`src/rtl/serial_adder_ctrl_if.sv`:
```
// Handshake bundle for the bit-serial adder controller.
// Carries the operand-side and result-side valid/ready channels.
//
// Signals:
//   in_valid/in_ready   operand handshake (a, b, cin[, sub])
//   out_valid/out_ready result handshake (sum, cout)
//   busy                controller is in SHIFT or DONE
// Optional: SERIAL_ADDER_SUB_EN adds the 1-bit sub request.
interface serial_adder_ctrl_if #(
  parameter int N = 8
);
  logic         in_valid;
  logic         in_ready;
  logic [N-1:0] a;
  logic [N-1:0] b;
  logic         cin;
`ifdef SERIAL_ADDER_SUB_EN
  logic         sub;
`endif
  logic         out_valid;
  logic         out_ready;
  logic [N-1:0] sum;
  logic         cout;
  logic         busy;

`ifdef SERIAL_ADDER_SUB_EN
  modport slave (
    input  in_valid, a, b, cin, sub,
    input  out_ready,
    output in_ready, out_valid,
    output sum, cout, busy
  );

  modport master (
    output in_valid, a, b, cin, sub,
    output out_ready,
    input  in_ready, out_valid,
    input  sum, cout, busy
  );
`else
  modport slave (
    input  in_valid, a, b, cin,
    input  out_ready,
    output in_ready, out_valid,
    output sum, cout, busy
  );

  modport master (
    output in_valid, a, b, cin,
    output out_ready,
    input  in_ready, out_valid,
    input  sum, cout, busy
  );
`endif

endinterface

```
`src/rtl/serial_adder_ctrl.sv`:
```
// Bit-serial N-bit adder: operands shift LSB-first through one
// full-adder cell, carry held in a flop, sum collected MSB-in.
//
// Ports:
//   clk    rising-edge clock
//   rst_n  asynchronous active-low reset
//   bus    serial_adder_ctrl_if.slave (operand/result handshakes)
// Macro SERIAL_ADDER_SUB_EN: adds sub input; a-b via ~b and carry=1.

module adder_1bit (
  input  logic A,
  input  logic B,
  input  logic Cin,
  output logic Sum,
  output logic Cout
);

  logic p;

  assign p    = A ^ B;
  assign Sum  = p ^ Cin;
  assign Cout = (A & B) | (Cin & p);

endmodule

module serial_adder_ctrl #(
  parameter int N = 8
) (
  input  logic                 clk,
  input  logic                 rst_n,
  serial_adder_ctrl_if.slave   bus
);

  localparam int CW = (N > 1) ? $clog2(N) : 1;
  localparam logic [CW-1:0] LAST = CW'(N - 1);

  localparam logic [1:0] S_IDLE  = 2'd0;
  localparam logic [1:0] S_SHIFT = 2'd1;
  localparam logic [1:0] S_DONE  = 2'd2;

  logic [1:0]    state_q, state_d;
  logic [N-1:0]  a_sr_q, a_sr_d;
  logic [N-1:0]  b_sr_q, b_sr_d;
  logic [N-1:0]  sum_sr_q, sum_sr_d;
  logic          carry_q, carry_d;
  logic [CW-1:0] cnt_q, cnt_d;

  logic          fa_b;
  logic          fa_sum;
  logic          fa_cout;
  logic          accept;
  logic          carry_init;

`ifdef SERIAL_ADDER_SUB_EN
  logic          sub_q, sub_d;

  // Subtract is a + ~b + 1: invert B per bit, seed carry with 1.
  assign fa_b       = b_sr_q[0] ^ sub_q;
  assign carry_init = bus.sub ? 1'b1 : bus.cin;
`else
  assign fa_b       = b_sr_q[0];
  assign carry_init = bus.cin;
`endif

  adder_1bit u_fa (
    .A    (a_sr_q[0]),
    .B    (fa_b),
    .Cin  (carry_q),
    .Sum  (fa_sum),
    .Cout (fa_cout)
  );

  assign accept = bus.in_valid & (state_q == S_IDLE);

  always_comb begin
    state_d  = state_q;
    a_sr_d   = a_sr_q;
    b_sr_d   = b_sr_q;
    sum_sr_d = sum_sr_q;
    carry_d  = carry_q;
    cnt_d    = cnt_q;
`ifdef SERIAL_ADDER_SUB_EN
    sub_d    = sub_q;
`endif
    unique case (1'b1)
      (state_q == S_IDLE): begin
        if (accept) begin
          a_sr_d   = bus.a;
          b_sr_d   = bus.b;
          sum_sr_d = '0;
          carry_d  = carry_init;
          cnt_d    = '0;
`ifdef SERIAL_ADDER_SUB_EN
          sub_d    = bus.sub;
`endif
          state_d  = S_SHIFT;
        end
      end
      (state_q == S_SHIFT): begin
        sum_sr_d = {fa_sum, sum_sr_q[N-1:1]};
        a_sr_d   = {1'b0, a_sr_q[N-1:1]};
        b_sr_d   = {1'b0, b_sr_q[N-1:1]};
        carry_d  = fa_cout;
        cnt_d    = cnt_q + 1'b1;
        if (cnt_q == LAST) begin
          state_d = S_DONE;
        end
      end
      (state_q == S_DONE): begin
        if (bus.out_ready) begin
          state_d = S_IDLE;
        end
      end
      default: begin
        state_d = S_IDLE;
      end
    endcase
  end

  always_ff @(posedge clk or negedge rst_n) begin
    if (!rst_n) begin
      state_q  <= S_IDLE;
      a_sr_q   <= '0;
      b_sr_q   <= '0;
      sum_sr_q <= '0;
      carry_q  <= 1'b0;
      cnt_q    <= '0;
    end else begin
      state_q  <= state_d;
      a_sr_q   <= a_sr_d;
      b_sr_q   <= b_sr_d;
      sum_sr_q <= sum_sr_d;
      carry_q  <= carry_d;
      cnt_q    <= cnt_d;
    end
  end

`ifdef SERIAL_ADDER_SUB_EN
  always_ff @(posedge clk or negedge rst_n) begin
    if (!rst_n) begin
      sub_q <= 1'b0;
    end else begin
      sub_q <= sub_d;
    end
  end
`endif

  assign bus.in_ready  = (state_q == S_IDLE);
  assign bus.out_valid = (state_q == S_DONE);
  assign bus.busy      = (state_q != S_IDLE);
  assign bus.sum       = sum_sr_q;
  assign bus.cout      = carry_q;

endmodule

```
`src/flat_wrapper.sv`:
```
// flat-port wrapper written by rule: the top's interface ports become plain ports
module serial_adder_ctrl_flat 
#(
  parameter int N = 8
)
  (clk, rst_n, bus_in_valid, bus_a, bus_b, bus_cin, bus_out_ready, bus_in_ready, bus_out_valid, bus_sum, bus_cout, bus_busy);
  serial_adder_ctrl_if #(.N(N)) bus_i ();
  input  logic clk;
  input  logic rst_n;
  input wire logic [$bits(bus_i.in_valid)-1:0] bus_in_valid;
  input wire logic [$bits(bus_i.a)-1:0] bus_a;
  input wire logic [$bits(bus_i.b)-1:0] bus_b;
  input wire logic [$bits(bus_i.cin)-1:0] bus_cin;
  input wire logic [$bits(bus_i.out_ready)-1:0] bus_out_ready;
  output wire logic [$bits(bus_i.in_ready)-1:0] bus_in_ready;
  output wire logic [$bits(bus_i.out_valid)-1:0] bus_out_valid;
  output wire logic [$bits(bus_i.sum)-1:0] bus_sum;
  output wire logic [$bits(bus_i.cout)-1:0] bus_cout;
  output wire logic [$bits(bus_i.busy)-1:0] bus_busy;
  assign bus_i.in_valid = bus_in_valid;
  assign bus_i.a = bus_a;
  assign bus_i.b = bus_b;
  assign bus_i.cin = bus_cin;
  assign bus_i.out_ready = bus_out_ready;
  assign bus_in_ready = bus_i.in_ready;
  assign bus_out_valid = bus_i.out_valid;
  assign bus_sum = bus_i.sum;
  assign bus_cout = bus_i.cout;
  assign bus_busy = bus_i.busy;
  serial_adder_ctrl #(.N(N)) u_core (.clk(clk), .rst_n(rst_n), .bus(bus_i));
endmodule
```
`config.mk`:
```
export PLATFORM = sky130hd
export DESIGN_NAME = serial_adder_ctrl_flat
export DESIGN_NICKNAME = d
export VERILOG_FILES = /design/src/rtl/serial_adder_ctrl_if.sv /design/src/rtl/serial_adder_ctrl.sv /design/src/flat_wrapper.sv
export SDC_FILE = /design/constraint.sdc
export NUM_CORES = 1
export LEC_CHECK = 0
export BUFFER_PORTS_ARGS = -buffer_cell sky130_fd_sc_hd__buf_2
export CAP_MARGIN = 25
export CORE_MARGIN = 2
export CORE_UTILIZATION = 40
export CTS_BUF_LIST = sky130_fd_sc_hd__clkbuf_4
export CTS_CLUSTER_DIAMETER = 40
export DETAILED_ROUTE_END_ITERATION = 6
export PLACE_DENSITY_LB_ADDON = 0.25
export REMOVE_ABC_BUFFERS = 1
export SETUP_SLACK_MARGIN = 0.5
export SYNTH_ARGS = -nofsm -noshare
export SYNTH_HDL_FRONTEND = slang
export SYNTH_SLANG_ARGS = --single-unit
export TNS_END_PERCENT = 50
```
`constraint.sdc`:
```
create_clock -name clk -period 1.46 [get_ports clk]
set_clock_uncertainty 0.1 [all_clocks]
set_input_delay 0.073 -clock clk [delete_from_list [all_inputs] [get_ports clk]]
set_output_delay 0.073 -clock clk [all_outputs]
set_load 0.01 [all_outputs]
```
==> out/qor.yml, run 1 <==
ir_drop_mv: 0.8248
grt_antenna_before_repair: 0
grt_max_degree: 31
yosysUniqueCellTypes: 25
path_buf_inv: 4
maxCapViolations: 0
hold_violations: 0
synthCells: 136
crit_cells: 6
synth-edff-count: 0
grt_pass1_vias: 1342
portBuffers: 32
viasPerCell: 5.156
htreeDepth: 2
synth_top_cell_area_share_pct: 49.92
seqPwrFrac_pct: 35.6
hold_class: "in2reg"
gp_congestion: 0.7112
synth-warning-count: 0
critPathRequiredTime_ns: 1.57
crit_arrival_ns: 1.50
dpl_cell_area_um2: 1684
wl_um: 3765
ys_ff_latch: 30
syn_area_per_cell_um2: 11.06
synthFlopType: "dfrtp_1"
setup.worst_path.start: "u_core.state_q[1]"
die_w_um: 65.32
initial_core_util_pct: 41.39
fin_total_pwr_mw: 4.477
clockBufferDepth: 2
synth.area.top_cells: "dfrtp_1 (50%), nor3_2 (9.3%), o22ai_1 (5.8%), a22o_1 (5.2%), nor3_1 (3.3%)"
dp_cells: 209
core_um2: 3633
area_growth_syn_to_layout_pct: 56.90
synth_area_leader_cell: "dfrtp_1"
cp-start-kind: "register"
hold_depth: 3
critPathMaxStageDelay_ns: 0.42
num_vias: 1320
rows: 22
final_cell_mix: "buf_2 (29), dfrtp_1 (28), dlygate4sd3_1 (18), buf_4 (18), nor3_2 (14)"
detail-route-antenna-nets: 0
p_int_mw: 2.730
postLayoutSetupSlackWorst_ns: 0.06960
slew_headroom_pct: 54.60
drt-initial-drc-count: 47
final-instance-count-excl-fill: 256
fillers: 292
power.share.switching_pct: 39.01
diodes: 0
dpl_worst_slack_ns: -0.01496
power.net_switching_mw: 1.746
hpwl_um: 2111
drt_pass1_iterations: 4
path_delay_family: "buffers and inverters"
wire_per_inst_um: 14.71
rsz0062_at_grt: "true"
max_freq_mhz: 719.2
dieArea_um2: 4266
synth-seq-area-share_pct: 49.92
drive_gt1_share_pct: 53.85
fin_area_um2: 2360
status: "finished, final reports clean"
grt_pass1_wl_um: 6244
worstPathMaxFanout: 8
fin_setup_tns_ns: 0
clockRootBuffer: "clkbuf_4"
fin_util_pct: 64.94
rr_worst_depth: 6
r2r_start: "u_core.state_q[1]"
pwr-share-clk_pct: 10.1
pwr-share-comb_pct: 54.3
cts.clk_slew.worst_paths_ns: 0.10
cts_inserted_buffers: 5
drc: 0
slew_viol_final: 0
clk_latency_ns: 0.33
final_common_cell: "buf_2"
path_cells: "buf_6, clkinvlp_4, buf_4, buf_12, o22ai_2, nor3_2"
worst_pin_slew_ns: 0.6811
cts_num_sinks: 30
worstHoldStart: "bus_cin"
crit_type: "reg2reg"
endpoint_kind: "register"
layout_min_cycle_time_ns: 1.390
synth-async-reset-ratio_pct: 100.0
whs_ns: 0.05128
power.density_nw_per_um2: 1897
cpMaxStageDelayCell: "dfrtp_2"
setup_viol: 0
io_pins: 33
nets: 232
fin_crit_sh_pct: 95.23
cts_tree: "yes"
die_h_um: 65.32
p_leak_nw: 1.034
overflow: 0
grtUsageTotal_pct: 19.38
synth_area_um2: 1504
==> worst paths after layout <==
kind                                      to  slack, ns
setup / recovery            u_core.a_sr_q[4]       0.07
hold / removal               u_core.bus.cout       0.05
max in group asynchronous  u_core.state_q[0]       0.59
min in group asynchronous    u_core.cnt_q[2]       0.20
setup reg to reg            u_core.a_sr_q[4]       0.07
hold reg to reg            u_core.bus.sum[0]       0.42
==> synthesized netlist by cell type (2+ instances only) <==
library cell and number:
a22o_1 9, dfrtp_1 30, buf_2 8, inv_1 6, nor2b_1 2, nor3_1 10
buf_4 3, o21ai_0 6, o32ai_2 2, nor3_2 14, ha_1 2, o22ai_1 14
o32ai_1 5, nand2_1 5, buf_6 2, nor2_1 9
==> tightest hold or removal path, cell delays in order <==
cell	delay, ns
buf_2	0.09
o32ai_2	0.09
a221oi_2	0.17
==> metal layers <==
metal / global-route usage (%) / vias up / routed length [um]
met5: 0 / - / 0
met3: 4.110 / 2 / 142
li1: - / 650 / -
met1: 24.61 / 639 / 1664
met4: 5.469 / 0 / 17
met2: 33.29 / 29 / 1940
==> cell type report <==
class                      instances  area, um2  share of cell area [%]
clock buffer                       5      37.54                   1.591
multi-input combinational         89      854.6                   36.21
timing repair buffer              76      618.1                   26.19
tap                               48      60.06                   2.545
clock inverter                     2      10.01                  0.4242
sequential                        30      753.2                   31.92
inverter                           6      26.28                   1.113
==> registers in the layout (all words and copies together) (netlist names) <==
signal,cells
u_core.a_sr_q,8
u_core.bus.sum,8
u_core.state_q,2
u_core.cnt_q,3
u_core.b_sr_q,8
u_core.bus.cout,1
==> power groups by stage <==
stage                     registers, mW  clock network (mW)  logic [mW]
final                              1.59               0.452        2.43
after global routing               1.64               0.508        2.66
after detailed placement           1.52                   0        1.51
after global placement             1.50                   0        1.45
after floorplan                    1.56                   0       0.915
after CTS                          1.55               0.469        2.10
==> what timing repair did <==
item                                   in CTS  in global routing
buffers inserted                           12                  7
gates cloned                                3                  0
setup endpoints to repair                  42                 72
hold buffers                               18                  0
resized for setup                          34                 20
pin swaps                                   4                  5
endpoints found under the hold margin      47                  0
==> cell families (layout without fill, tap and decap cells) <==
family	after synthesis	after routing	share of synthesized area, %
compound gates	39	40	20.13
fa+ha+maj	3	3	2.995
buf+inv	19	89	7.155
flops	30	30	49.92
mux	1	1	0.6656
simple gates	44	45	19.14
(Power assumes the default switching activity.)
==> inputs of run 2 (changes only) <==
Settings changed: PLACE_DENSITY set to 0.58, PLACE_DENSITY_LB_ADDON 0.25 to unset.
==> run 2 against run 1 <==
  * Cell count did not move
  * Clock power rose by 3%
  * Register-to-register slack improved by 0.02 ns
  * Largest cell class unchanged
  * Die area did not move
  * Combinational power rose by 11%
  * Wire length rose by 7.7%
  * Final area rose by 8.3%
  * Clock-buffer cell count did not move
  * Sequential cell count did not move
  * Setup slack got worse by 0.048 ns
  * Sequential share of layout area fell by 2.5 points
  * First-iteration DRC count rose by 4.3%
==> out/qor.yml, run 2 (same netlist as run 1, synthesis figures left out) <==
grt_antenna_before_repair: 0  # unchanged
power.net_switching_mw: 1.922  # +10%
crit_type: "reg2out"
grt_max_degree: 31  # unchanged
gp_congestion: 0.7831  # +10%
diodes: 0  # unchanged
final_common_cell: "buf_2"
p_leak_nw: 1.109  # +7.3%
crit_cells: 4  # -2
maxCapViolations: 0  # unchanged
clockBufferDepth: 2  # unchanged
ir_drop_mv: 1.019  # +24%
path_cells: "buf_6, or2_4, inv_2, buf_6"
grt_pass1_vias: 1346  # +0.30%
status: "finished, final reports clean"
critPathRequiredTime_ns: 1.29  # -0.28 ns
max_freq_mhz: 695.0  # -3.4%
grtUsageTotal_pct: 19.60  # +0.22 points
clockRootBuffer: "clkbuf_4"
cts_num_sinks: 30  # unchanged
crit_arrival_ns: 1.27  # -0.23 ns
slew_headroom_pct: 72.34  # +18 points
num_vias: 1379  # +4.5%
worstPathMaxFanout: 3  # -5
pwr-share-comb_pct: 56.3  # +2.0 points
core_um2: 3633  # unchanged
dp_cells: 212  # +1.4%
path_buf_inv: 3  # -1
r2r_start: "u_core.state_q[1]"
wl_um: 4054  # +7.7%
final_cell_mix: "buf_2 (29), dfrtp_1 (28), dlygate4sd3_1 (18)"
clk_latency_ns: 0.34  # about the same
layout_min_cycle_time_ns: 1.439  # +0.04841 ns
cp_common_cell: "buf_6"
critPathMaxStageDelay_ns: 0.44  # +0.02 ns
die_w_um: 65.32  # unchanged
hpwl_um: 2154  # +2.0%
rows: 22  # unchanged
die_h_um: 65.32  # unchanged
cp-start-kind: "register"
overflow: 0  # unchanged
viasPerCell: 5.387  # +4.5%
detail-route-antenna-nets: 0  # unchanged
reg2reg_slack_ns: 0.09  # +0.02 ns
final-instance-count-excl-fill: 256  # unchanged
drt_pass1_iterations: 4  # unchanged
power.density_nw_per_um2: 1878  # -0.98%
hold_class: "in2reg"
fin_util_pct: 70.35  # +5.4 points
drive_gt1_share_pct: 61.54  # +7.7 points
area_growth_syn_to_layout_pct: 69.97
htreeDepth: 2  # unchanged
endpoint_kind: "primary output"
rr_worst_depth: 4  # -2
portBuffers: 32  # unchanged
dieArea_um2: 4266  # unchanged
cts_inserted_buffers: 5  # unchanged
path_delay_family: "flip-flops"
r2r-end: "u_core.bus.cout"
fin_crit_sh_pct: 98.55  # +3.3 points
pwr-share-clk_pct: 9.7  # -0.4 points
slew_viol_final: 0  # unchanged
cpMaxStageDelayCell: "dfrtp_2"
setup.worst_path.start: "u_core.state_q[1]"
io_pins: 33  # unchanged
hold_violations: 0  # unchanged
wire_per_inst_um: 15.84  # +7.7%
nets: 232  # unchanged
drc: 0  # unchanged
worst_pin_slew_ns: 0.4149  # -0.2662 ns
rsz0062_at_grt: "true"
seqPwrFrac_pct: 34.0  # -1.6 points
cts.clk_slew.worst_paths_ns: 0.09  # about the same
grt_pass1_wl_um: 6272  # +0.45%
power.share.switching_pct: 40.03  # +1.0 points
drt-initial-drc-count: 49  # +4.3%
p_int_mw: 2.880  # +5.5%
fin_setup_tns_ns: 0  # unchanged
cts_tree: "yes"
crit_end: "bus_in_ready"
setup_viol: 0  # unchanged
initial_core_util_pct: 41.39  # unchanged
[run 2: changes by cell type in the layout (fill, tap and decap cells not counted), moves of 3 or more]
cell	previous run	this run
nor3_4	0	13
o32ai_2	3	6
o22ai_4	5	1
nor3_1	10	0
o21ai_0	4	1
buf_4	18	11
o32ai_1	4	0
nor3_2	14	11
[run 2: how the worst min path moves through the flow]
stage	slack, ns	cells after the start	endpoint	from
after global routing	0.05	3	u_core.bus.cout	bus_cin
after floorplan	-0.32	0	u_core.a_sr_q[0]	rst_n
after global placement	0.05	1	u_core.cnt_q[2]	rst_n
after CTS	0.04	3	u_core.bus.cout	bus_cin
after detailed placement	0.05	1	u_core.cnt_q[2]	rst_n
final	0.03	3	u_core.bus.cout	bus_cin
[run 2: per-layer routing]
layer | up-vias | global-route usage, % | share of wire [%]
met1 | 682 | 24.83 | 41
li1 | 656 | - | -
met3 | 8 | 4.281 | 4.3
met4 | 0 | 8.594 | 1.5
met2 | 33 | 32.14 | 53
met5 | - | 0 | 0
[run 2: final cells by class]
class	count	area, um2
Clock inverter	2	10.01
Tap cell	48	60.06
Inverter	6	22.52
Fill cell	280	1077
Timing Repair Buffer	76	670.6
Sequential cell	30	753.2
Clock buffer	5	37.54
Multi-Input combinational cell	89	1002
[run 2: worst min-delay path: stages]
cell and delay [ns]:
buf_2 0.09, o32ai_2 0.08, a221oi_2 0.16
[run 2: power by group through the flow]
| stage | Sequential (mW) | Combinational [mW] | Clock, mW |
|---|---|---|---|
| 3_5_place_dp | 1.52 | 1.58 | 0 |
| 2_1_floorplan | 1.56 | 0.915 | 0 |
| 4_1_cts | 1.54 | 2.23 | 0.469 |
| 3_3_place_gp | 1.50 | 1.53 | 0 |
| 5_1_grt | 1.67 | 2.90 | 0.530 |
| 6_report | 1.63 | 2.70 | 0.467 |
[run 2: per-stage QoR]
step / area, um2 / hold WS [ns] / power (mW) / worst slack (ns)
after floorplan: 1419 / -0.3226 / 2.477 / -0.3697
after global placement: 1732 / 0.04606 / 3.029 / 0.1011
after detailed placement: 1732 / 0.04660 / 3.096 / 0.03684
after CTS: 2298 / 0.03712 / 4.242 / 0.02623
after global routing: 2556 / 0.04945 / 5.101 / -0.03075
final: 2556 / 0.02678 / 4.802 / 0.02119
[run 2: repair_timing]
item | in CTS | in global routing
hold buffers | 18 | 0
endpoints found under the hold margin | 47 | 0
gates resized for setup | 48 | 40
buffers inserted | 10 | 4
endpoints found under the setup margin | 42 | 72
pin swaps | 17 | 10
gates cloned | 3 | 2
